<file path="config.mk">
export PLATFORM = sky130hd
export DESIGN_NAME = sub_16la_pipe
export DESIGN_NICKNAME = d
export VERILOG_FILES = /design/src/rtl/sub_16la_pipe.sv
export SDC_FILE = /design/constraint.sdc
export NUM_CORES = 1
export LEC_CHECK = 0
export BUFFER_PORTS_ARGS = -buffer_cell sky130_fd_sc_hd__buf_2
export CORE_AREA = 2 2 172 90
export DETAILED_ROUTE_END_ITERATION = 16
export DIE_AREA = 0 0 174 92
export PLACE_DENSITY = 0.69
export SLEW_MARGIN = 20
export SYNTH_ARGS = -nofsm -noshare
export SYNTH_HDL_FRONTEND = slang
export SYNTH_SLANG_ARGS = --single-unit
</file>
<file path="constraint.sdc">
create_clock -name clock -period 1.7 [get_ports clock]
set_input_delay 0.255 -clock clock [delete_from_list [all_inputs] [get_ports clock]]
set_output_delay 0.255 -clock clock [all_outputs]
set_load 0.01 [all_outputs]
</file>
<file path="src/rtl/sub_16la_pipe.sv">
// sub_16la_pipe: 16-bit subtractor (diff = a - b - bin) built from four
// 4-bit borrow-lookahead slices. The pipeline has four stages and one slice
// per stage. It uses a valid/ready handshake and can stall as a whole.
//
// Ports:
//   clock, reset_n        rising-edge clock, async active-low reset
//   a, b, bin             minuend, subtrahend, borrow-in
//   in_valid / in_ready   operand handshake (in_ready is combinational)
//   diff, bout            result mod 2^16, borrow-out of bit 15
//   zero, ovf             diff == 0, signed overflow (registered)
//   out_valid / out_ready result handshake

module sub_16la_pipe (
    input  logic        clock,
    input  logic        reset_n,
    input  logic [15:0] a,
    input  logic [15:0] b,
    input  logic        bin,
    input  logic        in_valid,
    output logic        in_ready,
    output logic [15:0] diff,
    output logic        bout,
    output logic        zero,
    output logic        ovf,
    output logic        out_valid,
    input  logic        out_ready
);

    // One 4-bit slice. All borrows come from g/p and the slice borrow-in
    // in a single sum-of-products level. There is no ripple inside the slice.
    // Returns {borrow_out, d[3:0]}.
    function automatic logic [4:0] la_sub4(
        input logic [3:0] x,
        input logic [3:0] y,
        input logic       c0
    );
        logic [3:0] g;
        logic [3:0] p;
        logic [4:0] c;
        g    = ~x & y;
        p    = ~(x ^ y);
        c[0] = c0;
        c[1] = g[0]
             | (p[0] & c0);
        c[2] = g[1]
             | (p[1] & g[0])
             | (p[1] & p[0] & c0);
        c[3] = g[2]
             | (p[2] & g[1])
             | (p[2] & p[1] & g[0])
             | (p[2] & p[1] & p[0] & c0);
        c[4] = g[3]
             | (p[3] & g[2])
             | (p[3] & p[2] & g[1])
             | (p[3] & p[2] & p[1] & g[0])
             | (p[3] & p[2] & p[1] & p[0] & c0);
        return {c[4], x ^ y ^ c[3:0]};
    endfunction

    // Stage 0: operands as accepted
    logic        r_v0;
    logic [15:0] r_a0;
    logic [15:0] r_b0;
    logic        r_bin0;

    // Stage 1: slice 0 done, slices 1..3 still pending
    logic        r_v1;
    logic [15:4] r_a1;
    logic [15:4] r_b1;
    logic [3:0]  r_d1;
    logic        r_br1;

    // Stage 2: slices 0..1 done
    logic        r_v2;
    logic [15:8] r_a2;
    logic [15:8] r_b2;
    logic [7:0]  r_d2;
    logic        r_br2;

    // Stage 3: slices 0..2 done
    logic        r_v3;
    logic [15:12] r_a3;
    logic [15:12] r_b3;
    logic [11:0] r_d3;
    logic        r_br3;

    // Output register
    logic        r_out_valid;
    logic [15:0] r_diff;
    logic        r_bout;
    logic        r_zero;
    logic        r_ovf;

    logic        w_en;
    logic [4:0]  w_s0;
    logic [4:0]  w_s1;
    logic [4:0]  w_s2;
    logic [4:0]  w_s3;
    logic [15:0] w_diff;
    logic        w_ovf;

    // The whole pipe moves together. It freezes only while a result is
    // waiting and downstream refuses it.
    assign w_en     = ~r_out_valid | out_ready;
    assign in_ready = w_en;

    assign w_s0 = la_sub4(r_a0[3:0],     r_b0[3:0],     r_bin0);
    assign w_s1 = la_sub4(r_a1[7:4],     r_b1[7:4],     r_br1);
    assign w_s2 = la_sub4(r_a2[11:8],    r_b2[11:8],    r_br2);
    assign w_s3 = la_sub4(r_a3[15:12],   r_b3[15:12],   r_br3);

    assign w_diff = {w_s3[3:0], r_d3};
    assign w_ovf  = (r_a3[15] ^ r_b3[15]) & (r_a3[15] ^ w_diff[15]);

    // Stage 0 captures operands only on an accepted handshake.
    always_ff @(posedge clock or negedge reset_n) begin
        if (!reset_n) begin
            r_v0   <= 1'b0;
            r_a0   <= '0;
            r_b0   <= '0;
            r_bin0 <= 1'b0;
        end else if (w_en) begin
            r_v0 <= in_valid;
            if (in_valid) begin
                r_a0   <= a;
                r_b0   <= b;
                r_bin0 <= bin;
            end
        end
    end

    always_ff @(posedge clock or negedge reset_n) begin
        if (!reset_n) begin
            r_v1  <= 1'b0;
            r_a1  <= '0;
            r_b1  <= '0;
            r_d1  <= '0;
            r_br1 <= 1'b0;
        end else if (w_en) begin
            r_v1 <= r_v0;
            if (r_v0) begin
                r_a1  <= r_a0[15:4];
                r_b1  <= r_b0[15:4];
                r_d1  <= w_s0[3:0];
                r_br1 <= w_s0[4];
            end
        end
    end

    always_ff @(posedge clock or negedge reset_n) begin
        if (!reset_n) begin
            r_v2  <= 1'b0;
            r_a2  <= '0;
            r_b2  <= '0;
            r_d2  <= '0;
            r_br2 <= 1'b0;
        end else if (w_en) begin
            r_v2 <= r_v1;
            if (r_v1) begin
                r_a2  <= r_a1[15:8];
                r_b2  <= r_b1[15:8];
                r_d2  <= {w_s1[3:0], r_d1};
                r_br2 <= w_s1[4];
            end
        end
    end

    always_ff @(posedge clock or negedge reset_n) begin
        if (!reset_n) begin
            r_v3  <= 1'b0;
            r_a3  <= '0;
            r_b3  <= '0;
            r_d3  <= '0;
            r_br3 <= 1'b0;
        end else if (w_en) begin
            r_v3 <= r_v2;
            if (r_v2) begin
                r_a3  <= r_a2[15:12];
                r_b3  <= r_b2[15:12];
                r_d3  <= {w_s2[3:0], r_d2};
                r_br3 <= w_s2[4];
            end
        end
    end

    // Bubbles clear out_valid but leave the last result in place.
    // Flags are computed here, so the outputs have no logic after the register.
    always_ff @(posedge clock or negedge reset_n) begin
        if (!reset_n) begin
            r_out_valid <= 1'b0;
            r_diff      <= '0;
            r_bout      <= 1'b0;
            r_zero      <= 1'b0;
            r_ovf       <= 1'b0;
        end else if (w_en) begin
            r_out_valid <= r_v3;
            if (r_v3) begin
                r_diff <= w_diff;
                r_bout <= w_s3[4];
                r_zero <= (w_diff == 16'h0000);
                r_ovf  <= w_ovf;
            end
        end
    end

    assign out_valid = r_out_valid;
    assign diff      = r_diff;
    assign bout      = r_bout;
    assign zero      = r_zero;
    assign ovf       = r_ovf;

endmodule
</file>
Word level (Yosys, flattened, before mapping)
Cells that the tools add are included.
W data, S select, Z words.
{"block": "totals", "regBits": 132, "inputBits": 37, "output_inout_bits": 21, "wordCells": 159}
{"block": "op_classes", "bitwise_logic": 129, "reduce_logical": 6}
{"op": "$and A1 B1 Y1", "n": 65}
{"op": "$or A1 B1 Y1", "n": 41}
{"op": "$not A4 Y4", "n": 8}
{"op": "$xor A4 B4 Y4", "n": 8}
{"op": "$and A4 B4 Y4", "n": 4}
{"op": "$logic_not A16 Y1", "n": 1}
{"op": "$reduce_and A2 Y1", "n": 5}
{"op": "$xor A1 B1 Y1", "n": 2}
{"op": "$not A1 Y1", "n": 1}

Longest topological paths before layout
Gate-level depths: netlist of the first run.
{"block": "depth", "depth_word": 9, "mapped_depth": 7, "ltp_nobuf": 7}

Worst setup path after synthesis of the first run
No wires, ideal clock.
{"block": "synth_path", "kind": "reg2reg", "start": "register r_a3[12] in the netlist's numbering", "end": "register r_zero, in the netlist zero", "setup_ns": 0.121, "t_arrival_ns": 1.532, "required_time_ns": 1.579, "setup_slack_ns": 0.047, "stages_incl_launch_ff": 7, "n_path_buf": 0, "period_less_slack_ns": 1.653, "path_cell_list": "dfrtp_1 -> inv_1 -> ha_1 -> a211oi_1 -> nor2_1 -> o31a_1 -> a32o_2"}
{"block": "synth_via", "elab_chain_cells": 7, "elab_cells_between_ends": 18, "classes_between": "bitwise: 17; reduce/logical: 1"}
{"element": "start: declaration", "line": "82", "rtl": "logic [15:12] r_a3;"}
{"element": "start signal: assignment", "line": "178", "rtl": "r_a3 <= r_a2[15:12];"}
{"element": "$not A4 Y4 or $xor A4 B4 Y4 (tied branches)", "line": "40, 41, 57"}
{"element": "$and A4 B4 Y4 or $not A4 Y4 (tied branches)", "line": "40, 41"}
{"element": "$and A1 B1 Y1, on equally long branches"}
{"element": "$or A1 B1 Y1 (tied with other cells)", "line": "46", "rtl": "| (p[1] & g[0])"}
{"element": "$or A1 B1 Y1, on equally long branches", "line": "47, 51"}
{"element": "$xor A4 B4 Y4 (*)", "line": "57", "rtl": "return {c[4], x ^ y ^ c[3:0]};"}
{"element": "$logic_not A16 Y1 (*)", "line": "200", "rtl": "r_zero <= (w_diff == 16'h0000);"}
{"element": "end signal: assignment", "line": "200"}
{"element": "end: declaration", "line": "91", "rtl": "logic r_zero;"}
Every way passes the cells marked *; elsewhere a longest branch is shown, timed or not.
A chain may end at the register's enable or synchronous reset.

Worst setup path after layout of the first run
{"block": "layout_path", "start": "register r_br3", "end": "register r_zero, in the netlist zero"}
{"block": "layout_via", "elab_cells_between_ends": 8, "classes_between": "bitwise: 7; reduce/logical: 1"}
{"element": "start: declaration", "line": "85", "rtl": "logic r_br3;"}
{"element": "start signal: assignment", "line": "181", "rtl": "r_br3 <= w_s2[4];"}
{"element": "$xor A4 B4 Y4", "line": "57"}
{"element": "named net w_diff[12]", "line": "99", "rtl": "logic [15:0] w_diff;"}
{"element": "$logic_not A16 Y1", "line": "200"}
The timed path passes the listed nets, and every way through them passes these cells.

==> implementation parameters, run 1 <==
Parameter                              Value

STA
  Unrepaired setup endpoints after global routing    yes
  Number of failing hold endpoints at the final stage    0
  Worst relative slew slack    about three fifths
  Worst hold slack across all endpoints    about 0.078 ns
  Transition time of the tightest slew-check pin    roughly 0.58 ns
  Number of setup violations in the final report    0
  Final min period    1.70 ns
  Max Clock Freq    about 590 MHz
  Worst-case clock skew    ~0.0091 ns
  Number of slew-limit violations in the final report    0
  Post-route fraction of the period consumed by the critical path    99.7%
  Setup tns final    0 ns

Floorplan
  Die Span Y    between 90 and 100 µm
  Placeable core area    roughly 0.015 mm²
  Starting density of the core    between 30% and 40%
  Rows    32
  Die Area    around 0.016 mm²
  Horiz. Die Dim    174 µm
  Top-level I/O count    58

Min path
  Type of the tightest min-delay check    input pin to flip-flop

GRT
  GRT Overall Usage    between 10% and 20%
  Global route overflow    0
  First-pass GRT wire length    approximately 18000 µm
  Maximum number of pins on one net before global-route repair    between 40 and 50
  Number of global-route vias before repair    around 3.5k
  Number of antenna violations at the first check in global routing    0

Layout
  Most frequent standard cell in the layout excluding fill and tap cells    sky130_fd_sc_hd__dfrtp_1
  FILL cells    around 1.3k
  Post-layout instance area    0.00690 mm²
  Final core area utilization    between 40 and 50%
  Layout Area Growth over Synthesis    24.8%
  Antenna fix cells    0
  Sequential cell area    0.00330 mm²
  Share of post-route cells with drive strength above 1    49.1%
  Final-stage net count    between 500 and 600
  Area of combinational cells with multiple inputs    roughly 0.0021 mm²
  Most frequent cells in the layout    sky130_fd_sc_hd__dfrtp_1, sky130_fd_sc_hd__mux2_2, sky130_fd_sc_hd__buf_2

Setup path
  Capturing instance or port of the critical path    zero
  Destination of the worst register-to-register timing path    zero
  CP Capture Type    flip-flop
  Crit path launch    r_br3
  Worst Path Required    between 1.5 and 2 ns
  Largest fanout on the critical path    4
  Cell depth of the worst flop-to-flop path    5
  Worst Setup Path Type    flip-flop to flip-flop
  Flop-to-flop setup slack    0.005 ns
  Launching element type of the critical path    flip-flop
  Worst EP arrival    ~2.0 ns
  Startpoint of the lowest-slack register-to-register path    r_br3

Synthesis
  Average instance area after synthesis    14.1 µm²
  Instance count of the mapped netlist    between 300 and 400
  Synth area leaders    sky130_fd_sc_hd__dfrtp_1, sky130_fd_sc_hd__mux2_2, sky130_fd_sc_hd__ha_1, sky130_fd_sc_hd__inv_1, sky130_fd_sc_hd__nand2_1
  Biggest area consumer among synthesized cells    sky130_fd_sc_hd__dfrtp_1
  FFs w/ async S/R, synth    100%
  Portion of synthesized cell area occupied by the leading cell type    59.8%
  Area of the mapped netlist    ~0.0055 mm²
  Unique cell type count in the Yosys netlist    30
  Proportion of synthesized chip area in sequential cells    ~60%
  Most used flip-flop cell after synthesis    sky130_fd_sc_hd__dfrtp_1
  Post-synthesis sequential element count    around 130
  Post-synth EDFFs    0
  Synthesis warning total    0
  Post-synth net total    roughly 450

Clock tree
  Num CTS Buffers    17
  Cell chosen for the clock root    sky130_fd_sc_hd__clkbuf_16
  Clock sink total    between 100 and 150
  Maximum clock path buffer count    2
  Skew-Pair Late Insertion Delay    about 0.40 ns
  Clock tree from TritonCTS    built
  Clock input transition at the sequential cells of the worst setup and hold paths    ~0.06 ns
  Total number of H-tree levels    4

Run
  Maximum capacitance violations    0

Pwr
  Worst vdd rail ir drop    0.000958 V
  Power Density    2090 mW/mm²
  Final Total Pwr    14.4 mW
  LEAKAGE    3.21 nW

Drt
  Overall via count from detail_route    between 3k and 4k
  Detailed Routing Iterations Pass 1    5
  Vias per inst    approximately 4.6
  Detailed Route WL    a little over 10000 µm
  Antenna violation net count after detailed routing    0
  DRC    0
  Wirelength per Cell    14.8 µm
  Violation count after the first detailed-routing iteration    approximately 160

Outcome
  Result of the run    finished clean

Placed design
  PortBufs    57
  Sum of net half-perimeters after detailed placement    between 7000 and 8000 µm
  Post-place instance area    approximately 0.0062 mm²
  Final RePlAce weighted congestion    roughly 0.80
-- worst min path at each step --
stage                     cells past startpoint  slack (ns)  startpoint  endpoint
after CTS                                     2        0.07        b[9]   r_b0[9]
after global placement                        1        0.29     reset_n   diff[0]
final                                         2        0.08        b[9]   r_b0[9]
after floorplan                               0       -0.04     reset_n      bout
after detailed placement                      1        0.29     reset_n   diff[0]
after global routing                          2        0.06        b[9]   r_b0[9]
-- sequential cells by signal (all words and copies together), names as in the netlist, 8 cells and up --
| signal | flops |
|---|---|
| diff | 16 |
| r_a0 | 16 |
| r_b0 | 16 |
| r_a1 | 12 |
| r_b1 | 12 |
| r_d3 | 12 |
| r_a2 | 8 |
| r_b2 | 8 |
| r_d2 | 8 |
-- timing repair --
item,in CTS,in global routing
hold endpoints to repair,37,0
pin swaps,1,5
hold buffers,1,0
setup buffers,2,2
resized for setup,6,10
cloned,0,0
setup endpoints to repair,3,7
-- worst max-delay path, cell delays in order (launching register included) --
cell	delay, ns
sky130_fd_sc_hd__dfrtp_1	0.41
sky130_fd_sc_hd__inv_2	0.07
sky130_fd_sc_hd__fa_1	0.58
sky130_fd_sc_hd__nor4_2	0.05
sky130_fd_sc_hd__and4b_1	0.21
sky130_fd_sc_hd__a32o_2	0.27
-- per-layer routing --
metal / part of all wire, % / vias to the layer above / wire length [µm] / GRT usage, %
met1: 50 / 1619 / 5210 / 19.9
met5: 0 / - / 0 / 0
met2: 45 / 62 / 4600 / 21.2
li1: - / 1540 / - / -
met4: 0.92 / 0 / 95 / 4.83
met3: 4.1 / 12 / 420 / 4.10
-- area by class of cell --
class / count / share of cell area, %
inverters: 26 / 1.41
flip-flops and latches: 132 / 47.9
well taps: 204 / 3.70
clock buffers: 20 / 6.33
multi-input cells: 220 / 30.6
repair buffers: 86 / 8.45
clock inverters: 11 / 1.63
-- where the power goes --
part	leakage (nW)	internal (mW)	total, mW	switching [mW]
registers	1.57	4.58	5.43	0.855
clock network	0.265	2.13	3.42	1.29
logic	1.38	3.06	5.54	2.49
-- stage by stage --
stage	setup slack [ns]	instances
after global placement	0.0275	663
after floorplan	0.0473	391
after CTS	-0.00339	697
final	0.00495	699
after detailed placement	-0.0965	663
after global routing	-0.0403	699
-- synthesized netlist by cell type, drive strengths merged, types with 2 or more instances --
library cell and number:
xor2 4, o21ai 14, xnor2 8, nor2 4
nand2 27, inv 26, or4 2, o21bai 3
mux2 108, dfrtp 132, a21o 5, ha 17
a21oi 11, a211oi 4, fa 4, buf 12
-- kinds of logic (layout without fill, tap and decap cells) --
| kind of cell | count (synthesis) | in the layout | share of synthesized area [%] |
|---|---|---|---|
| xor gates and xnor gates | 12 | 12 | 1.90 |
| and+or+nand+nor | 39 | 39 | 3.40 |
| DFF | 132 | 132 | 59.8 |
| adders and majority gates | 21 | 21 | 5.30 |
| muxes | 108 | 108 | 22.0 |
| buffers and inverters | 39 | 143 | 3.24 |
| AOI/OAI and AO/OA | 40 | 40 | 4.39 |
(Power assumes the default switching activity.)
==> run 2: changes to the inputs <==
Clock period 1.7 ns to 1.5 ns, I/O delays scaled along.
==> implementation parameters, run 2 (synthesized netlist as in run 1, its figures left out) <==
Parameter                              Value

Floorplan
  Die Area    0.0160 mm²
  Horiz. Die Dim    174 µm
  Die Span Y    approximately 92 µm
  Placeable core area    ~0.015 mm²
  Top-level I/O count    just under 60
  Starting density of the core    between 30% and 40%
  Rows    32

Min path
  Type of the tightest min-delay check    input pin to flip-flop

STA
  Transition time of the tightest slew-check pin    about 0.32 ns
  Number of setup violations in the final report    5
  Worst relative slew slack    about four fifths
  Post-route setup slack    -0.173 ns
  Post-route fraction of the period consumed by the critical path    112%
  Final min period    around 1.7 ns
  Max Clock Freq    ~600 MHz
  Number of slew-limit violations in the final report    0
  Worst-case clock skew    around 0.0074 ns
  Number of failing hold endpoints at the final stage    0
  Unrepaired setup endpoints after global routing    yes

Placed design
  Final RePlAce weighted congestion    0.798
  PortBufs    between 50 and 60
  Sum of net half-perimeters after detailed placement    7740 µm
  Pre-CTS worst setup slack    -0.180 ns
  Post-place instance area    ~0.0064 mm²

Clock tree
  Clock tree from TritonCTS    built
  Clock sink total    around 130
  Maximum clock path buffer count    2
  Skew-Pair Late Insertion Delay    roughly 0.41 ns
  Num CTS Buffers    17
  Total number of H-tree levels    4
  Cell chosen for the clock root    sky130_fd_sc_hd__clkbuf_16
  Clock input transition at the sequential cells of the worst setup and hold paths    roughly 0.060 ns

Setup path
  Maximum single-stage delay on the critical path    0.41 ns
  Launching element type of the critical path    flip-flop
  Cell family contributing the most delay on the critical path    compound AO/OA/AOI/OAI gates
  Startpoint of the lowest-slack register-to-register path    r_a3[12]
  Worst Path Required    ~1.8 ns
  Number of buffer and inverter stages on the critical path    1
  Cell depth of the worst flop-to-flop path    6
  Worst EP arrival    about 2.0 ns
  Capturing instance or port of the critical path    zero
  Depth of the critical timing path with buffers and inverters included    6
  Worst path slowest cell    sky130_fd_sc_hd__dfrtp_1
  Destination of the worst register-to-register timing path    zero
  Ordered cell list for the critical path    inv_2 > ha_4 > a211oi_2 > nor2_1 > o31a_1 > a32o_2
  Worst Setup Path Type    flip-flop to flip-flop
  Largest fanout on the critical path    3
  Crit path launch    r_a3[12]
  CP Capture Type    flip-flop
  Flop-to-flop setup slack    -0.17 ns

Layout
  Antenna fix cells    0
  Layout Area Growth over Synthesis    29.4%
  Most frequent standard cell in the layout excluding fill and tap cells    sky130_fd_sc_hd__dfrtp_1
  Most frequent cells in the layout    sky130_fd_sc_hd__dfrtp_1, sky130_fd_sc_hd__mux2_2, sky130_fd_sc_hd__buf_2
  Area of combinational cells with multiple inputs    0.00223 mm²
  Post-layout instance area    between 0.007 and 0.008 mm²
  Sequential cell area    between 0.003 and 0.004 mm²
  Final-stage net count    approximately 550
  FILL cells    between 1k and 1.5k
  Share of post-route cells with drive strength above 1    a little over half

Outcome
  Violations in the final reports    negative setup slack
  Result of the run    finished, violations left

Drt
  Detailed Route WL    about 11000 µm
  Vias per inst    roughly 4.6
  DRC    0
  Violation count after the first detailed-routing iteration    162
  Overall via count from detail_route    3279
  Antenna violation net count after detailed routing    0
  Detailed Routing Iterations Pass 1    4
  Wirelength per Cell    14.9 µm

Pwr
  Power Density    about 2400 mW/mm²
  LEAKAGE    around 3.3 nW
  Worst vdd rail ir drop    roughly 0.00094 V

GRT
  Number of global-route vias before repair    ~3.6k
  Number of antenna violations at the first check in global routing    0
  Global route overflow    0
  GRT Overall Usage    14.4%
  Maximum number of pins on one net before global-route repair    43
  First-pass GRT wire length    18000 µm

Run
  Maximum capacitance violations    0
[run 2: final cells by class]
type / instances / area share, %
clock inverter: 10 / 1.17
timing repair buffer: 98 / 9.92
multi-input combinational: 220 / 31.2
clock buffer: 20 / 6.53
tap: 204 / 3.57
inverter: 26 / 1.40
sequential: 132 / 46.2
[run 2: how the worst min path moves through the flow]
stage	start	cells after the start	endpoint
2_1_floorplan	reset_n	0	bout
3_3_place_gp	reset_n	1	diff[6]
5_1_grt	b[11]	2	r_b0[11]
4_1_cts	b[11]	2	r_b0[11]
3_5_place_dp	reset_n	1	diff[6]
6_report	b[11]	2	r_b0[11]
[run 2: where the power goes]
group	leakage, nW	switching, mW	internal, mW
Sequential	1.57	0.962	5.19
Combinational	1.50	3.15	4.20
Clock	0.273	1.46	2.37
[run 2: per-stage QoR]
stage	util [%]	power [mW]	std cells	hold slack (ns)	setup TNS [ns]
after floorplan	-	10.3	391	-0.0706	-0.0554
after global placement	43.5	12.4	676	0.133	-0.166
after detailed placement	43.5	12.7	676	0.141	-0.428
after CTS	47.6	16.9	710	0.0256	-0.379
after global routing	48.5	18.6	710	0.0292	-0.922
final	48.5	17.3	710	0.0460	-0.298
[run 2: per-layer routing]
layer / vias up / part of all wire, % / track usage, %
li1: 1560 / - / -
met1: 1663 / 49 / 19.4
met2: 50 / 46 / 22.5
met3: 6 / 4.3 / 4.60
met5: - / 0 / 0
met4: 0 / 0.48 / 4.20
[run 2: what timing repair did]
| action | in CTS | in global routing |
|---|---|---|
| hold buffers | 1 | 0 |
| gates resized for setup | 7 | 32 |
| buffers inserted | 3 | 1 |
| endpoints found under the hold margin | 16 | 0 |
| setup endpoints to repair | 7 | 26 |
| pin swaps | 6 | 12 |
==> run 3: changes to the inputs <==
Settings changed: PLACE_DENSITY 0.69 to 0.58.
==> implementation parameters, run 3 (synthesized netlist as in run 1, its figures left out) <==
Parameter                              Value

STA
  Number of slew-limit violations in the final report    0
  Transition time of the tightest slew-check pin    0.355 ns
  Post-route fraction of the period consumed by the critical path    110%
  Setup tns final    -0.363 ns
  Worst relative slew slack    around 76%
  Number of failing hold endpoints at the final stage    0
  Unrepaired setup endpoints after global routing    yes
  Final min period    between 1.5 and 2 ns
  Post-route setup slack    -0.149 ns
  Number of setup violations in the final report    3
  Worst-case clock skew    around 0.0074 ns
  Max Clock Freq    slightly above 600 MHz

Setup path
  Flop-to-flop setup slack    -0.15 ns
  CP Capture Type    flip-flop
  Destination of the worst register-to-register timing path    zero
  Worst EP arrival    1.94 ns
  Worst Setup Path Type    flip-flop to flip-flop
  Largest fanout on the critical path    3
  Worst Path Required    ~1.8 ns
  Startpoint of the lowest-slack register-to-register path    r_a3[12]
  Launching element type of the critical path    flip-flop
  Cell depth of the worst flop-to-flop path    6

Layout
  Sequential cell area    between 0.003 and 0.004 mm²
  Layout Area Growth over Synthesis    30.5%
  Final-stage net count    560
  Most frequent standard cell in the layout excluding fill and tap cells    sky130_fd_sc_hd__dfrtp_1
  Antenna fix cells    0
  Share of post-route cells with drive strength above 1    between 50 and 60%
  Area of combinational cells with multiple inputs    between 0.002 and 0.0025 mm²
  Most frequent cells in the layout    sky130_fd_sc_hd__dfrtp_1, sky130_fd_sc_hd__mux2_2, sky130_fd_sc_hd__buf_2
  FILL cells    1305

Outcome
  Violations in the final reports    negative setup slack
  Result of the run    finished, violations left

Min path
  Worst hold endpoint    r_a0[11]
  Number of cells on the worst hold path    2
  Type of the tightest min-delay check    input pin to flip-flop
  Hold Path Origin    a[11]

Placed design
  PortBufs    between 50 and 60
  Final RePlAce weighted congestion    between 0.7 and 0.8
  Sum of net half-perimeters after detailed placement    7370 µm

Pwr
  Final Total Pwr    roughly 18 mW
  Worst vdd rail ir drop    slightly below 0.0009 V
  LEAKAGE    ~3.4 nW
  Power Density    roughly 2400 mW/mm²

Floorplan
  Die Area    ~0.016 mm²
  Starting density of the core    a little under two fifths
  Placeable core area    ~0.015 mm²
  Rows    32
  Top-level I/O count    58
  Horiz. Die Dim    174 µm
  Die Span Y    about 90 µm

Run
  Maximum capacitance violations    0

Drt
  Wirelength per Cell    14.5 µm
  Detailed Routing Iterations Pass 1    4
  Antenna violation net count after detailed routing    0
  Vias per inst    4.63
  Detailed Route WL    between 10000 and 15000 µm
  DRC    0
  Violation count after the first detailed-routing iteration    between 90 and 100
  Overall via count from detail_route    3321

Clock tree
  Total number of H-tree levels    4
  Clock input transition at the sequential cells of the worst setup and hold paths    around 0.06 ns
  Maximum clock path buffer count    2
  Clock tree from TritonCTS    built
  Num CTS Buffers    17
  Cell chosen for the clock root    sky130_fd_sc_hd__clkbuf_16
  Skew-Pair Late Insertion Delay    between 0.4 and 0.5 ns
  Clock sink total    132

GRT
  Number of antenna violations at the first check in global routing    0
  First-pass GRT wire length    18200 µm
  Global route overflow    0
  Number of global-route vias before repair    3597
  Maximum number of pins on one net before global-route repair    50
  GRT Overall Usage    14.5%
## run 3: cell count changes in the layout (fill, tap and decap cells not counted), moves of 2 or more
cell / delta
sky130_fd_sc_hd__bufinv_16: +2
sky130_fd_sc_hd__ha_4: -3
sky130_fd_sc_hd__ha_1: +3
sky130_fd_sc_hd__buf_4: +9
sky130_fd_sc_hd__clkinv_4: +2
sky130_fd_sc_hd__clkinv_2: -3
sky130_fd_sc_hd__buf_6: -3
## run 3: timing repair
action | 4_1_cts | 5_1_grt
pin swaps | 6 | 8
endpoints found under the hold margin | 21 | 0
cloned | 1 | 0
hold buffers | 1 | 0
setup buffers | 6 | 2
endpoints found under the setup margin | 30 | 25
gates resized for setup | 12 | 19
## run 3: final cells by class
cell class | instances | area share, %
timing repair buffer | 105 | 10.7
multi-input combinational | 220 | 30.2
sequential | 132 | 45.8
inverter | 26 | 1.39
clock inverter | 12 | 2.15
tap | 204 | 3.54
clock buffer | 19 | 6.28
## run 3: how the worst max path moves through the flow
stage,startpoint,endpoint,slack (ns),depth (start not counted)
2_1_floorplan,r_br3,zero,-0.06,5
6_report,r_a3[12],zero,-0.15,6
4_1_cts,r_a3[12],zero,-0.16,6
5_1_grt,r_a3[12],zero,-0.25,6
3_3_place_gp,r_a3[12],zero,-0.11,6
3_5_place_dp,r_a3[12],zero,-0.20,6
## run 3: stage by stage
| step | area [µm²] | cells | worst slack (ns) | hold slack [ns] | util [%] |
|---|---|---|---|---|---|
| CTS | 7150 | 716 | -0.164 | 0.0280 | 48.5 |
| detailed placement | 6410 | 677 | -0.200 | 0.162 | 43.5 |
| global placement | 6410 | 677 | -0.108 | 0.164 | 43.5 |
| floorplan | 5560 | 391 | -0.0554 | -0.0706 | - |
| global route | 7210 | 718 | -0.251 | 0.0294 | 48.9 |
| finish | 7210 | 718 | -0.149 | 0.0452 | 48.9 |
## run 3: where the power goes
| group | switching [mW] | internal (mW) |
|---|---|---|
| Clock | 1.54 | 2.70 |
| Sequential | 0.933 | 5.19 |
| Combinational | 3.13 | 4.15 |
| Total | 5.60 | 12.0 |
## run 3: per-layer routing
| metal | share of wire, % | GRT usage [%] | vias to the layer above |
|---|---|---|---|
| met5 | 0 | 0 | - |
| met1 | 52 | 20.4 | 1679 |
| met3 | 3.5 | 4.44 | 7 |
| met2 | 44 | 22.0 | 49 |
| met4 | 0.56 | 3.78 | 0 |
| li1 | - | - | 1586 |
## run 3: critical path: stages (launching register included)
cell	delay [ns]
sky130_fd_sc_hd__dfrtp_1	0.41
sky130_fd_sc_hd__inv_2	0.10
sky130_fd_sc_hd__ha_4	0.21
sky130_fd_sc_hd__a211oi_2	0.19
sky130_fd_sc_hd__nor2_1	0.08
sky130_fd_sc_hd__o31a_1	0.27
sky130_fd_sc_hd__a32o_2	0.27
